[src/rtl/imem_boot_loader_pkg.sv]
// Shared types and constants for the instruction-memory boot loader.
package imem_boot_loader_pkg;

    typedef enum logic [2:0] {
        ST_HDR  = 3'd0,
        ST_LOAD = 3'd1,
        ST_CHK  = 3'd2,
        ST_RUN  = 3'd3,
        ST_ERR  = 3'd4
    } state_e;

    localparam int WORD_W         = 32;
    localparam int BYTES_PER_WORD = 4;

endpackage

[src/rtl/imem_boot_loader_byte_assembler.sv]
// Little-endian byte-to-word assembler: 2-bit lane counter and shift register.
module byte_assembler
    import imem_boot_loader_pkg::*;
(
    input  logic              clk,
    input  logic              rst,
    input  logic              accept,
    input  logic [7:0]        byte_data,
    output logic              word_valid,
    output logic [WORD_W-1:0] word
);

    logic [1:0]        lane_q;
    logic [1:0]        lane_d;
    logic [WORD_W-1:0] shift_q;
    logic [WORD_W-1:0] shift_d;

    // Bytes enter at the top, so the first byte ends up in [7:0].
    always_comb begin
        lane_d     = lane_q;
        shift_d    = shift_q;
        word_valid = 1'b0;
        word       = {byte_data, shift_q[WORD_W-1:8]};
        if (accept) begin
            lane_d     = lane_q + 2'd1;
            shift_d    = word;
            word_valid = (lane_q == 2'(BYTES_PER_WORD - 1));
        end
    end

    always_ff @(posedge clk) begin
        if (rst) begin
            lane_q  <= '0;
            shift_q <= '0;
        end else begin
            lane_q  <= lane_d;
            shift_q <= shift_d;
        end
    end

endmodule

[src/rtl/imem_boot_loader.sv]
// Streams a counted, checksummed program into imem and releases the CPU.
module imem_boot_loader
    import imem_boot_loader_pkg::*;
#(
    parameter int DEPTH_WORDS = 1024,
    parameter int ADDR_W      = 32
) (
    input  logic              clk,
    input  logic              rst,
    input  logic              byte_valid,
    input  logic [7:0]        byte_data,
    output logic              byte_ready,
    output logic              imem_we,
    output logic [ADDR_W-1:0] imem_addr,
    output logic [WORD_W-1:0] imem_wdata,
    output logic              cpu_rst,
    output logic              done,
    output logic              error,
    output logic [15:0]       words_loaded
);

    state_e            state_q, state_d;
    logic [WORD_W-1:0] count_q, count_d;
    logic [WORD_W-1:0] idx_q, idx_d;
    logic [WORD_W-1:0] acc_q, acc_d;
    logic              we_q, we_d;
    logic [ADDR_W-1:0] addr_q, addr_d;
    logic [WORD_W-1:0] wdata_q, wdata_d;
    logic [15:0]       wl_q, wl_d;

    logic              accept;
    logic              word_valid;
    logic [WORD_W-1:0] word;
    logic [WORD_W-1:0] idx_next;

    assign byte_ready = (state_q == ST_HDR) ||
                        (state_q == ST_LOAD) ||
                        (state_q == ST_CHK);
    assign accept     = byte_valid && byte_ready;

    byte_assembler u_asm (
        .clk        (clk),
        .rst        (rst),
        .accept     (accept),
        .byte_data  (byte_data),
        .word_valid (word_valid),
        .word       (word)
    );

    assign idx_next = idx_q + 1;

    always_comb begin
        state_d = state_q;
        count_d = count_q;
        idx_d   = idx_q;
        acc_d   = acc_q;
        we_d    = 1'b0;
        addr_d  = addr_q;
        wdata_d = wdata_q;
        wl_d    = wl_q;
        if (word_valid) begin
            case (state_q)
                ST_HDR: begin
                    count_d = word;
                    if (word > WORD_W'(DEPTH_WORDS))
                        state_d = ST_ERR;
                    else if (word == '0)
                        state_d = ST_CHK;
                    else
                        state_d = ST_LOAD;
                end
                ST_LOAD: begin
                    we_d    = 1'b1;
                    addr_d  = ADDR_W'({idx_q[WORD_W-3:0], 2'b00});
                    wdata_d = word;
                    acc_d   = acc_q ^ word;
                    idx_d   = idx_next;
                    wl_d    = wl_q + 16'd1;
                    if (idx_next == count_q)
                        state_d = ST_CHK;
                end
                ST_CHK: begin
                    state_d = (word == acc_q) ? ST_RUN : ST_ERR;
                end
                default: ;
            endcase
        end
    end

    always_ff @(posedge clk) begin
        if (rst) begin
            state_q <= ST_HDR;
            count_q <= '0;
            idx_q   <= '0;
            acc_q   <= '0;
            we_q    <= 1'b0;
            addr_q  <= '0;
            wdata_q <= '0;
            wl_q    <= '0;
        end else begin
            state_q <= state_d;
            count_q <= count_d;
            idx_q   <= idx_d;
            acc_q   <= acc_d;
            we_q    <= we_d;
            addr_q  <= addr_d;
            wdata_q <= wdata_d;
            wl_q    <= wl_d;
        end
    end

    assign imem_we      = we_q;
    assign imem_addr    = addr_q;
    assign imem_wdata   = wdata_q;
    assign words_loaded = wl_q;
    assign done         = (state_q == ST_RUN);
    assign cpu_rst      = (state_q != ST_RUN);
    assign error        = (state_q == ST_ERR);

endmodule

[config.mk]
export PLATFORM = sky130hd
export DESIGN_NAME = imem_boot_loader
export DESIGN_NICKNAME = d
export VERILOG_FILES = /design/src/rtl/imem_boot_loader_pkg.sv /design/src/rtl/imem_boot_loader_byte_assembler.sv /design/src/rtl/imem_boot_loader.sv
export SDC_FILE = /design/constraint.sdc
export NUM_CORES = 1
export LEC_CHECK = 0
export CAP_MARGIN = 20
export CORE_MARGIN = 3
export CORE_UTILIZATION = 51
export CTS_CLUSTER_DIAMETER = 40
export DETAILED_ROUTE_END_ITERATION = 16
export PLACE_DENSITY = 0.81
export SLEW_MARGIN = 20
export SYNTH_ARGS = -nofsm -noshare
export SYNTH_HDL_FRONTEND = slang
export SYNTH_HIERARCHICAL = 1
export SYNTH_SLANG_ARGS = --single-unit
export TNS_END_PERCENT = 30
[constraint.sdc]
create_clock -name clk -period 7.2 [get_ports clk]
set_clock_uncertainty 0.1 [all_clocks]
set_input_delay 1.8 -clock clk [delete_from_list [all_inputs] [get_ports clk]]
set_output_delay 1.8 -clock clk [all_outputs]
set_load 0.005 [all_outputs]
==> impl_metrics.tcl <==
set metrics [dict create \
    yosysUniqueCellTypes 66 \
    p_clk_share_pct 49.9 \
    grt_first_pass_wirelength_um 36000 \
    maxSlewViolCount 0 \
    crit_chain "clkdlybuf4s50_1 > and2_1 > buf_4 > and2_1 > nand2b_1 > or3b_2 > buf_4 > nor2_1 > nand3_1 > nor3_1 > xnor2_1 > nor2_1" \
    synth_ff_type "dfxtp_1" \
    avgSynthCellArea_um2 8.41 \
    cts_max_level 1 \
    postCtsSetupBuffers 0 \
    crit_slowest_cell "or3b_2" \
    row_count 48 \
    place_congestion 0.926 \
    die_x_um 141 \
    syn_area_mm2 0.00935 \
    switching_share_pct 22.0 \
    synth_edf_count 0 \
    slowest_delay_ns 0.81 \
    end_kind "register" \
    grt-ovfl-total 0 \
    area_growth_pct 16.8 \
    wl_um 22000 \
    crit_type "input pin to register" \
    maxCapViolations 0 \
    cts_buffer_depth 3 \
    multi_input_area_mm2 0.00474 \
    fin_setup_tns_ns 0 \
    placement.io_buffers 93 \
    startpoint_type "input pin" \
    vias 7696 \
    dp_hpwl_um 14700 \
    hp-class "register to register" \
    hold_viol 0 \
    cts_sinks 204 \
    postRouteAntennaNets 0 \
    initial_core_util_pct 53.1 \
    drive_gt1_share_pct 5.98 \
    cts_tree "yes" \
    grt_max_degree 132 \
    seq_area_mm2 0.00408 \
    drcViolationCount 0 \
    cts-root-buf "clkbuf_16" \
    via_per_inst 5.52 \
    p_switching_uw 534 \
    syn_inst 1112 \
    ir_drop_mv 0.171 \
    clkTransAtPathRegs_ns 0.06 \
    pwr-share-comb_pct 2.7 \
    coreArea_mm2 0.0176 \
    wire_per_inst_um 15.8 \
    post-route-period-util_pct 66.9 \
    yosysWarnings 6 \
    synth-async-reset-ratio_pct 0 \
    period_minus_slack_ns 4.82 \
    grt_pass1_vias 7069 \
    n_fill_cell 1510 \
    ys_seq_area_share_pct 43.7 \
    ys_seq_elements 204 \
    clock_latency_ns 0.52 \
    layout.nets 1166 \
    drtIter0Drc 565 \
    antenna_found_initial 0 \
    final_cell_area_mm2 0.0109 \
    p_seq_share_pct 47.3 \
    power_mw 2.43 \
    worst_pin_slew_ns 1.12 \
    postCtsHoldBufs 0 \
    drtPass1Iterations 5 \
    slew_headroom_pct 25.0 \
    p_per_area_mw_per_mm2 222 \
    grt_setup_unrepaired "false" \
    cts_inserted_buffers 24 \
    n_antenna_cell 0 \
    die_area_mm2 0.0200 \
    dpl_cell_area_mm2 0.0101 \
    cp_max_fo 39 \
    cts_resized 0 \
    grt_use_total_pct 21.5 \
    arrival_ns 5.09 \
    status "complete, no violations" \
    setup_viol 0 \
    intPower_mw 1.90 \
    fp.dieH_um 141 \
    power_leakage_nw 3.95 \
    crit_required_ns 7.47 \
    max_freq_ghz 0.207 \
    io_pins 96 \
]
power by group through the flow:
stage	Clock (mW)	Combinational (mW)	Sequential [mW]
2_1_floorplan	0	0.0573	1.17
3_3_place_gp	0	0.0639	1.17
3_5_place_dp	0	0.0651	1.17
4_1_cts	1.23	0.0659	1.15
5_1_grt	1.29	0.0721	1.15
6_report	1.21	0.0661	1.15
through the flow:
stage | cells | setup WS [ns] | util (%) | hold slack (ns)
after floorplan | 1113 | 3.08 | - | 0.348
after global placement | 1351 | 1.87 | 57.4 | 0.342
after detailed placement | 1351 | 1.80 | 57.4 | 0.347
after CTS | 1395 | 2.35 | 62.1 | 0.357
after global routing | 1395 | 2.14 | 62.1 | 0.372
final | 1395 | 2.38 | 62.1 | 0.354
sequential cells by signal, summed over array words and instances (netlist names):
| name | count |
|---|---|
| u_asm/shift_q | 24 |
| imem_addr | 30 |
| acc_q | 32 |
| idx_q | 32 |
| u_asm/lane_q | 2 |
| state_q | 3 |
| words_loaded | 16 |
| count_q | 32 |
| imem_wdata | 32 |
| imem_we | 1 |
path summary, 6_finish.rpt:
| kind | start | end | slack, ns | cells past startpoint |
|---|---|---|---|---|
| max | byte_valid | idx_q[26]$_SDFFE_PP0P_ | 2.38 | 12 |
| min | imem_addr[12]$_SDFFE_PP0P_ | imem_addr[12]$_SDFFE_PP0P_ | 0.35 | 2 |
| max reg2reg | state_q[1]$_SDFFE_PP0P_ | idx_q[26]$_SDFFE_PP0P_ | 3.41 | 12 |
| min reg2reg | imem_addr[12]$_SDFFE_PP0P_ | imem_addr[12]$_SDFFE_PP0P_ | 0.35 | 2 |
cell type report:
| type | count | area share (%) |
|---|---|---|
| clock buffer | 32 | 6.14 |
| clock inverter | 12 | 1.33 |
| timing repair buffer | 99 | 8.94 |
| sequential | 204 | 37.4 |
| tap | 225 | 2.58 |
| inverter | 8 | 0.275 |
| multi-input combinational | 815 | 43.4 |
cell usage in the layout, fill, tap and decap left out, drive strengths merged, types with 2 or more instances in the layout:
cell type	instances
dfxtp	204
and2	3
nand3	18
and4	8
or3b	2
mux2i	27
inv	10
o22ai	3
clkbuf	32
o2111ai	4
nor2b	2
bufinv	2
o21ai	12
or4	9
nand4	24
nor3	13
nor2	120
o31ai	3
xor2	97
nor4	21
nand2	222
nand3b	4
nand2b	5
ha	3
or3	10
a211o	3
or2	3
and3	9
nor3b	3
buf	7
a21oi	108
a211oi	6
clkdlybuf4s50	92
nor4b	2
conb	2
xnor2	50
clkinv	7
a31oi	2
cells in the mapped netlist (10+ instances only):
master | number | area [um2]
nand2_1 | 222 | 833
dfxtp_1 | 204 | 4080
nor2_1 | 119 | 447
a21oi_1 | 108 | 541
xor2_1 | 97 | 850
xnor2_1 | 50 | 438
clkbuf_1 | 49 | 184
mux2i_1 | 27 | 270
nand4_1 | 21 | 131
nor4_1 | 20 | 125
nand3_1 | 17 | 85.1
nor3_1 | 13 | 65.1
o21ai_0 | 12 | 60.1
buf_4 | 11 | 82.6
or3_1 | 10 | 62.6
metal layers:
layer	wire (um)	share of wire (%)	track usage, %
met5	0	0	0
met4	709	3.2	7.12
met3	1280	5.8	3.88
met2	10200	47	34.9
met1	9800	44	29.2
critical path: cells and delay by family:
kind | cells | cell delay, ns
xor+xnor | 1 | 0.14
buf+inv | 3 | 1.23
simple gates | 8 | 1.87
cell families (layout without fill, tap and decap cells):
| logic type | count (synthesis) | after routing | synth area share (%) |
|---|---|---|---|
| and+or+nand+nor | 480 | 480 | 23.9 |
| DFF | 204 | 204 | 43.7 |
| AOI/OAI and AO/OA | 155 | 155 | 9.45 |
| xor gates and xnor gates | 147 | 147 | 13.8 |
| buffers and inverters | 94 | 151 | 5.79 |
| muxes | 28 | 28 | 3.01 |
| adders and majority gates | 3 | 3 | 0.401 |
| other | 1 | 2 | 0.0401 |
Power figures use the tool's default switching activity.
